## config.mk

```make
export PLATFORM = sky130hd
export DESIGN_NAME = hazard_sequencer
export DESIGN_NICKNAME = d
export VERILOG_FILES = /design/src/rtl/hazard_sequencer_pkg.sv /design/src/rtl/hazard_sequencer_sat_counter.sv /design/src/rtl/hazard_sequencer.sv
export SDC_FILE = /design/constraint.sdc
export NUM_CORES = 1
export LEC_CHECK = 0
export ABC_AREA = 1
export BUFFER_PORTS_ARGS = -buffer_cell sky130_fd_sc_hd__buf_2
export CAP_MARGIN = 20
export CORE_MARGIN = 1
export CORE_UTILIZATION = 53
export DETAILED_ROUTE_END_ITERATION = 8
export PLACE_DENSITY = 0.8
export SYNTH_ARGS = -nofsm -noshare
export SYNTH_HDL_FRONTEND = slang
export SYNTH_SLANG_ARGS = --single-unit
```

## constraint.sdc

```tcl
create_clock -name clk_i -period 2.05 [get_ports clk_i]
set_input_delay 0.205 -clock clk_i [delete_from_list [all_inputs] [get_ports clk_i]]
set_output_delay 0.205 -clock clk_i [all_outputs]
set_load 0.05 [all_outputs]
```

## src/rtl/hazard_sequencer_pkg.sv

```systemverilog
// Shared pipeline-control definitions: FSM encoding, hazard priority and default sizing.
package hazard_sequencer_pkg;

  localparam int DEF_MEM_TIMEOUT = 255;
  localparam int DEF_CNT_W       = 16;

  typedef enum logic [1:0] {
    ST_RUN        = 2'd0,
    ST_LOAD_STALL = 2'd1,
    ST_FLUSH      = 2'd2,
    ST_MEM_WAIT   = 2'd3
  } state_e;

  // Encoded so that a numerically larger hazard always wins.
  typedef enum logic [1:0] {
    HZ_NONE      = 2'd0,
    HZ_LOAD_USE  = 2'd1,
    HZ_REDIRECT  = 2'd2,
    HZ_MEM_STALL = 2'd3
  } hazard_e;

  function automatic hazard_e resolve_hazard(input logic ms, input logic rd, input logic lu);
    if (ms)      return HZ_MEM_STALL;
    else if (rd) return HZ_REDIRECT;
    else if (lu) return HZ_LOAD_USE;
    else         return HZ_NONE;
  endfunction

endpackage

```

## src/rtl/hazard_sequencer_sat_counter.sv

```systemverilog
// Up-counter that sticks at all-ones; synchronous clear has priority over increment.
module sat_counter #(
  parameter int W = 8
) (
  input  logic         clk_i,
  input  logic         rst_i,
  input  logic         clr_i,
  input  logic         inc_i,
  output logic [W-1:0] cnt_o
);

  logic [W-1:0] cnt_q, cnt_d;

  always_comb begin
    cnt_d = cnt_q;
    if (clr_i)
      cnt_d = '0;
    else if (inc_i && (cnt_q != '1))
      cnt_d = cnt_q + W'(1);
  end

  always_ff @(posedge clk_i or posedge rst_i) begin
    if (rst_i) cnt_q <= '0;
    else       cnt_q <= cnt_d;
  end

  assign cnt_o = cnt_q;

endmodule

```

## src/rtl/hazard_sequencer.sv

```systemverilog
// Pipeline hazard control: stall/flush/freeze enables, hazard FSM, event counters, memory timeout.
// state | meaning: RUN no hazard, LOAD_STALL load-use bubble, FLUSH redirect, MEM_WAIT memory freeze
module hazard_sequencer
  import hazard_sequencer_pkg::*;
#(
  parameter int MEM_TIMEOUT = DEF_MEM_TIMEOUT,
  parameter int CNT_W       = DEF_CNT_W
) (
  input  logic             clk_i,
  input  logic             rst_i,
  input  logic [4:0]       id_rs1_i,
  input  logic [4:0]       id_rs2_i,
  input  logic             id_uses_rs1_i,
  input  logic             id_uses_rs2_i,
  input  logic [4:0]       de_rd_i,
  input  logic             de_mem_read_i,
  input  logic             de_reg_write_i,
  input  logic             ex_branch_taken_i,
  input  logic             ex_jump_i,
  input  logic             em_mem_access_i,
  input  logic             dmem_ready_i,
  output logic             pc_en_o,
  output logic             fd_en_o,
  output logic             de_en_o,
  output logic             em_en_o,
  output logic             fd_flush_o,
  output logic             de_flush_o,
  output logic [1:0]       state_o,
  output logic [CNT_W-1:0] stall_cnt_o,
  output logic [CNT_W-1:0] flush_cnt_o,
  output logic             mem_timeout_o
);

  localparam int              WAIT_W    = $clog2(MEM_TIMEOUT + 1);
  localparam logic [WAIT_W-1:0] WAIT_LAST = WAIT_W'(MEM_TIMEOUT - 1);

  logic              cond_ms, cond_rd, cond_lu;
  hazard_e           hazard;
  state_e            state_q, state_d;
  logic [WAIT_W-1:0] wait_cnt;
  logic              mem_timeout_q, mem_timeout_d;
  logic              stall_inc, flush_inc;

  assign cond_ms = em_mem_access_i & ~dmem_ready_i;
  assign cond_rd = ex_branch_taken_i | ex_jump_i;
  assign cond_lu = de_mem_read_i & de_reg_write_i & (de_rd_i != 5'd0) &
                   ((id_uses_rs1_i & (id_rs1_i == de_rd_i)) |
                    (id_uses_rs2_i & (id_rs2_i == de_rd_i)));

  assign hazard = resolve_hazard(cond_ms, cond_rd, cond_lu);

  always_comb begin
    pc_en_o    = 1'b1;
    fd_en_o    = 1'b1;
    de_en_o    = 1'b1;
    em_en_o    = 1'b1;
    fd_flush_o = 1'b0;
    de_flush_o = 1'b0;
    state_d    = ST_RUN;
    case (hazard)
      HZ_MEM_STALL: begin
        pc_en_o = 1'b0;
        fd_en_o = 1'b0;
        de_en_o = 1'b0;
        em_en_o = 1'b0;
        state_d = ST_MEM_WAIT;
      end
      HZ_REDIRECT: begin
        fd_flush_o = 1'b1;
        de_flush_o = 1'b1;
        state_d    = ST_FLUSH;
      end
      HZ_LOAD_USE: begin
        pc_en_o    = 1'b0;
        fd_en_o    = 1'b0;
        de_flush_o = 1'b1;
        state_d    = ST_LOAD_STALL;
      end
      default: ;
    endcase
    // Reset holds the pipeline frozen with bubbles regardless of conditions.
    if (rst_i) begin
      pc_en_o    = 1'b0;
      fd_en_o    = 1'b0;
      de_en_o    = 1'b0;
      em_en_o    = 1'b0;
      fd_flush_o = 1'b1;
      de_flush_o = 1'b1;
    end
  end

  assign mem_timeout_d = mem_timeout_q | (cond_ms & (wait_cnt >= WAIT_LAST));

  always_ff @(posedge clk_i or posedge rst_i) begin
    if (rst_i) begin
      state_q       <= ST_RUN;
      mem_timeout_q <= 1'b0;
    end else begin
      state_q       <= state_d;
      mem_timeout_q <= mem_timeout_d;
    end
  end

  assign stall_inc = (hazard == HZ_MEM_STALL) | (hazard == HZ_LOAD_USE);
  assign flush_inc = (hazard == HZ_REDIRECT);

  sat_counter #(.W(CNT_W)) u_stall_cnt (
    .clk_i (clk_i),
    .rst_i (rst_i),
    .clr_i (1'b0),
    .inc_i (stall_inc),
    .cnt_o (stall_cnt_o)
  );

  sat_counter #(.W(CNT_W)) u_flush_cnt (
    .clk_i (clk_i),
    .rst_i (rst_i),
    .clr_i (1'b0),
    .inc_i (flush_inc),
    .cnt_o (flush_cnt_o)
  );

  sat_counter #(.W(WAIT_W)) u_wait_cnt (
    .clk_i (clk_i),
    .rst_i (rst_i),
    .clr_i (~cond_ms),
    .inc_i (cond_ms),
    .cnt_o (wait_cnt)
  );

  assign state_o       = state_q;
  assign mem_timeout_o = mem_timeout_q;

endmodule

```

==> results of run 1 <==
final cells by class:
type / instances / area share
Clock inverter: 3 / 0.00783
Sequential cell: 43 / 0.354
Inverter: 44 / 0.0544
Tap cell: 54 / 0.0223
Multi-Input combinational cell: 253 / 0.426
Clock buffer: 5 / 0.0227
Timing Repair Buffer: 67 / 0.112
cells by family (layout without fill, tap and decap cells):
kind of cell	Yosys count	count (layout)	share of synthesized area
adder cells (fa/ha/maj)	5	5	0.0242
flip-flops	43	43	0.417
AND/OR/NAND/NOR	209	209	0.357
buffers and inverters	51	119	0.0833
XOR/XNOR	26	26	0.0882
AO/OA/AOI/OAI	13	13	0.0310
report_power, final:
group | internal (µW) | switching, µW | total (µW) | leakage [µW]
Combinational | 242 | 687 | 929 | 0.00107
Sequential | 964 | 152 | 1120 | 0.000570
Clock | 244 | 311 | 554 | 0.0000408
registers in the layout, indices dropped and copies added (netlist names):
register	cells
u_stall_cnt.cnt_o	16
mem_timeout_o	1
state_o	2
u_flush_cnt.cnt_o	16
u_wait_cnt.cnt_o	8
per-stage QoR:
stage | setup WS [ps] | std cells
detailed placement | 201 | 461
finish | 199 | 469
floorplan | 94.7 | 347
global placement | 251 | 461
CTS | 199 | 469
global route | 42.2 | 469
synthesized netlist by cell type:
master / number
nand2_1: 120
nor4_1: 1
buf_4: 4
nor3_1: 2
a211oi_1: 3
or2_2: 2
xor2_1: 13
nor3_2: 2
dfrtp_1: 43
nor2_4: 2
inv_1: 43
nand4_1: 5
nand2_2: 3
nand3_1: 29
buf_2: 1
clkbuf_1: 1
o2111ai_1: 1
buf_6: 1
o21bai_1: 1
o21ai_0: 5
xnor2_1: 13
nand3_2: 2
nand3b_2: 1
nor2_2: 2
a21oi_1: 2
inv_2: 1
ha_1: 5
nor2_1: 37
nand4_4: 1
a31oi_1: 1
worst min path at each step:
stage,from,endpoint,slack [ps],cells past startpoint
detailed placement,ex_branch_taken_i,state_o[1],430,3
floorplan,ex_branch_taken_i,state_o[1],330,2
global placement,rst_i,u_stall_cnt.cnt_o[15],440,3
CTS,rst_i,u_wait_cnt.cnt_o[5],110,3
global route,ex_branch_taken_i,state_o[1],140,3
finish,rst_i,u_wait_cnt.cnt_o[5],100,3
routing by layer:
layer,vias to the layer above,routed length [µm],track usage
li1,1204,-,-
met3,9,158,0.0366
met5,-,0,0
met4,0,76,0.0719
met2,39,2720,0.426
met1,1127,2460,0.297
cells in the final DEF (no fill, tap or decap), types with 2 or more instances in the layout:
master / instances
xor2_1: 13
nand3_2: 2
nor2_4: 2
ha_1: 5
nor3_1: 2
clkbuf_8: 5
a21oi_1: 2
a211oi_1: 3
buf_2: 65
nand3_1: 29
or2_2: 2
xnor2_1: 13
clkinvlp_4: 2
dfrtp_1: 43
nand4_1: 5
nor2_2: 3
inv_1: 43
buf_4: 2
nor3_2: 2
nand2_1: 120
nand2_2: 3
nor2_1: 36
o21ai_0: 5
critical path, cell delays in order:
cell and delay (ps):
buf_2 100, inv_1 60, nand2_1 60, nand2_1 50, nor2_1 110, nand3_1 80
nand2_1 70, nand2_1 50, nand2_2 60, inv_1 50, ha_1 230, or2_2 310
buf_2 210
==> impl_metrics.tcl, run 1 <==
set metrics [dict create \
    tritoncts "yes" \
    root_buffer "clkbuf_8" \
    synth_seq_cells 43 \
    place.gp.congestion 0.862 \
    report.final.hold_viol_count 0 \
    postCtsSetupRepairBufs 0 \
    worstSetupPathType "primary input to output pin" \
    grt_max_degree 44 \
    crit_end "fd_flush_o" \
    syn_area_mm2 0.00258 \
    dr.pass1.iters 6 \
    first_global_vias 2283 \
    leakagePower_uw 0.00168 \
    htree_levels 2 \
    clk_pin_slew_ps 90 \
    setup_tns_ps 0 \
    drive_gt1_frac 0.222 \
    syn-num-nets 377 \
    drc 0 \
    endpoint_kind "output pin" \
    yosysWarningCount 0 \
    utilization 0.647 \
    post-route-min-period_ps 1850 \
    ant_nets 0 \
    timing.fmax_ghz 0.540 \
    crit_path_max_fanout 3 \
    grt_util_all_layers 0.238 \
    port_buffers 65 \
    max_cap_viol_count 0 \
    synth.avg_cell_area_um2 7.44 \
    vdd_drop_max_uv 630 \
    multi_input_area_mm2 0.00129 \
    netlist_instances 347 \
    antenna_found_initial 0 \
    cp-start-kind "primary input" \
    coreArea_mm2 0.00469 \
    place_hpwl_um 4120 \
    die_h_um 71.8 \
    seq_area_frac_synth 0.417 \
    routed_wl_um 5410 \
    outcome "finished, final reports clean" \
    die_area_mm2 0.00516 \
    fin_crit_sh 0.903 \
    dr.first_iter.drc_count 131 \
    slew_viol_final 0 \
    diodes 0 \
    postCtsResizedCells 0 \
    cts_buffer_depth 2 \
    finish.instance_area_mm2 0.00304 \
    cts_inserted_buffers 5 \
    reg2reg_depth 7 \
    worstSkewPairLatency_ps 300 \
    hold_class "primary input to asynchronous set/reset pin" \
    setup-violations-final 0 \
    worstReg2RegEnd "u_stall_cnt.cnt_o[0]" \
    skew_ps 7.44 \
    initial_utilization 0.550 \
    rrSetupSlack_ps 280 \
    rsz0062_at_grt "false" \
    cts_hold_buf 0 \
    worstMarginPinSlew_ps 532 \
    netlist.area_leader.share 0.417 \
    avgViaCountPerCell 5.07 \
    grt_first_pass_wirelength_um 9850 \
    wl_per_cell_um 11.5 \
    grt-ovfl-total 0 \
    synth_area_leaders "dfrtp_1, nand2_1, inv_1" \
    fillers 410 \
    p_per_area_mw_per_mm2 856 \
    synth_top_area_cell "dfrtp_1" \
    seq_area_mm2 0.00108 \
    post_dp_cell_area_mm2 0.00294 \
    yosysUniqueCellTypes 30 \
    cp.arrival_ps 1650 \
    power_uw 2600 \
    via_count 2379 \
    num_rows 25 \
    cts.sinks 43 \
    io-pin-count 66 \
    die-width_um 71.8 \
    r2r_start "u_stall_cnt.cnt_o[0]" \
    areaGrowthSynthToFinish_pct 17.5 \
    final_nets 444 \
    required_ps 1850 \
    maxSlewHeadroom 0.645 \
    timing.hold.ws_ps 95.7 \
    critPathLaunch "de_rd_i[4]" \
]
Note: power is estimated with default switching activity, not from simulation.
==> run 2: changes to the inputs <==
==> constraint.sdc (replaced) <==
create_clock -name clk_i -period 2.05 [get_ports clk_i]
set_input_delay 0.3075 -clock clk_i [delete_from_list [all_inputs] [get_ports clk_i]]
set_output_delay 0.3075 -clock clk_i [all_outputs]
set_load 0.05 [all_outputs]
==> impl_metrics.tcl, run 2 (synthesis gave the netlist of run 1 again) <==
set metrics [dict create \
    setup-violations-final 0 \
    io-pin-count 66 \
    clk_pin_slew_ps 90 \
    place.gp.congestion 0.851 \
    via_count 2371 \
    p_per_area_mw_per_mm2 849 \
    rrSetupSlack_ps 290 \
    leakagePower_uw 0.00170 \
    fin_crit_sh 0.932 \
    fillers 421 \
    drc 0 \
    port_buffers 65 \
    htree_levels 2 \
    rsz0062_at_grt "false" \
    cts_inserted_buffers 5 \
    cts.sinks 43 \
    slowest_stage "or2_4" \
    final_nets 447 \
    report.final.hold_viol_count 0 \
    avgViaCountPerCell 5.02 \
    worstSetupPathType "primary input to output pin" \
    grt-ovfl-total 0 \
    crit_chain "buf_2 > inv_1 > nand2_1 > nand2_1 > nor2_2 > nand3_1 > nand2_1 > nand2_1 > nand2_2 > inv_1 > ha_1 > or2_4 > buf_8" \
    worstReg2RegEnd "u_stall_cnt.cnt_o[3]" \
    diodes 0 \
    areaGrowthSynthToFinish_pct 19.3 \
    r2r_start "u_stall_cnt.cnt_o[0]" \
    required_ps 1740 \
    final_common_cell "nand2_1" \
    dr.pass1.iters 4 \
    max_stage_delay_ps 250 \
    cp.arrival_ps 1600 \
    post-route-min-period_ps 1910 \
    antenna_found_initial 0 \
    postCtsSetupRepairBufs 0 \
    grt_first_pass_wirelength_um 9440 \
    skew_ps 7.91 \
    ant_nets 0 \
    root_buffer "clkbuf_8" \
    tritoncts "yes" \
    dr.first_iter.drc_count 98 \
    outcome "finished, final reports clean" \
    first_global_vias 2248 \
    vdd_drop_max_uv 608 \
    routed-wl-met3_um 203 \
    place_hpwl_um 4140 \
    die_h_um 71.8 \
    hold_class "primary input to asynchronous set/reset pin" \
    cp_top_family "simple AND/OR/NAND/NOR gates" \
    grt_max_degree 44 \
    utilization 0.657 \
    initial_utilization 0.550 \
    max_cap_viol_count 0 \
    cts_buffer_depth 2 \
    slew_viol_final 0 \
    drive_gt1_frac 0.237 \
    reg2reg_depth 7 \
    dp.cells 464 \
    die_area_mm2 0.00516 \
    wl_per_cell_um 11.7 \
    mostFrequentLayoutCells "nand2_1, buf_2, dfrtp_1, inv_1, nor2_1" \
    num_rows 25 \
    endpoint_kind "output pin" \
    worstSkewPairLatency_ps 300 \
    timing.fmax_ghz 0.523 \
    die-width_um 71.8 \
    met1_length_um 2390 \
    setup_tns_ps 0 \
    crit_buf_inv 4 \
    routed_wl_um 5520 \
    power_uw 2620 \
    worstMarginPinSlew_ps 532 \
    grt_util_all_layers 0.236 \
    path_common_cell "nand2_1" \
    fin_cells 472 \
    top_layer_used "met4" \
    coreArea_mm2 0.00469 \
    cp-start-kind "primary input" \
    crit_path_max_fanout 3 \
    routed-wl-met2_um 2870 \
    maxSlewHeadroom 0.645 \
]
==> run 2: cell types whose count changed in the layout (fill, tap and decap cells not counted), sizes merged <==
| cell | previous run | this run |
|---|---|---|
| clkbuf | 5 | 6 |
| clkinvlp | 2 | 3 |
| inv | 45 | 44 |
| buf | 67 | 69 |
==> run 2: power breakdown <==
group          internal, µW  switching [µW]
logic                   250             699
registers               964             145
clock network           244             315
==> run 2: what timing repair did <==
item	4_1_cts	5_1_grt
hold buffers	0	0
endpoints found under the setup margin	0	2
resized for setup	0	8
==> run 2: per-stage QoR <==
stage	setup WS, ps	instance area [µm²]	hold slack [ps]
global placement	63.5	2970	459
detailed placement	43.8	2970	462
floorplan	14.9	2590	310
global route	12.5	3080	251
CTS	42.0	3060	215
finish	139	3080	205
==> run 2: how the worst max path moves through the flow <==
stage	slack (ps)	endpoint	cells after the start	startpoint
after floorplan	10	fd_flush_o	7	dmem_ready_i
after global placement	60	fd_flush_o	13	de_rd_i[4]
after detailed placement	40	fd_flush_o	13	de_rd_i[4]
after CTS	40	fd_flush_o	13	de_rd_i[4]
after global routing	10	fd_flush_o	13	de_rd_i[4]
final	140	fd_flush_o	13	de_rd_i[2]
==> run 2: layout make-up <==
class,count,area (µm²),share of cell area
flip-flops and latches,43,1080,0.349
clock inverters,3,23.8,0.00771
multi-input cells,253,1300,0.422
well taps,54,67.6,0.0219
inverters,44,169,0.0548
clock buffers,5,68.8,0.0223
repair buffers,70,375,0.122
==> run 2: per-layer routing <==
| metal | track usage | vias to the layer above |
|---|---|---|
| met1 | 0.274 | 1098 |
| met5 | 0 | - |
| li1 | - | 1222 |
| met2 | 0.416 | 47 |
| met4 | 0.0980 | 0 |
| met3 | 0.0549 | 4 |
==> run 2: worst reg2reg max path, delay by kind of cell, from the launching register on <==
family / cells / cell delay [ps]
simple gates: 6 / 1040
fa+ha+maj: 1 / 240
flops: 1 / 430
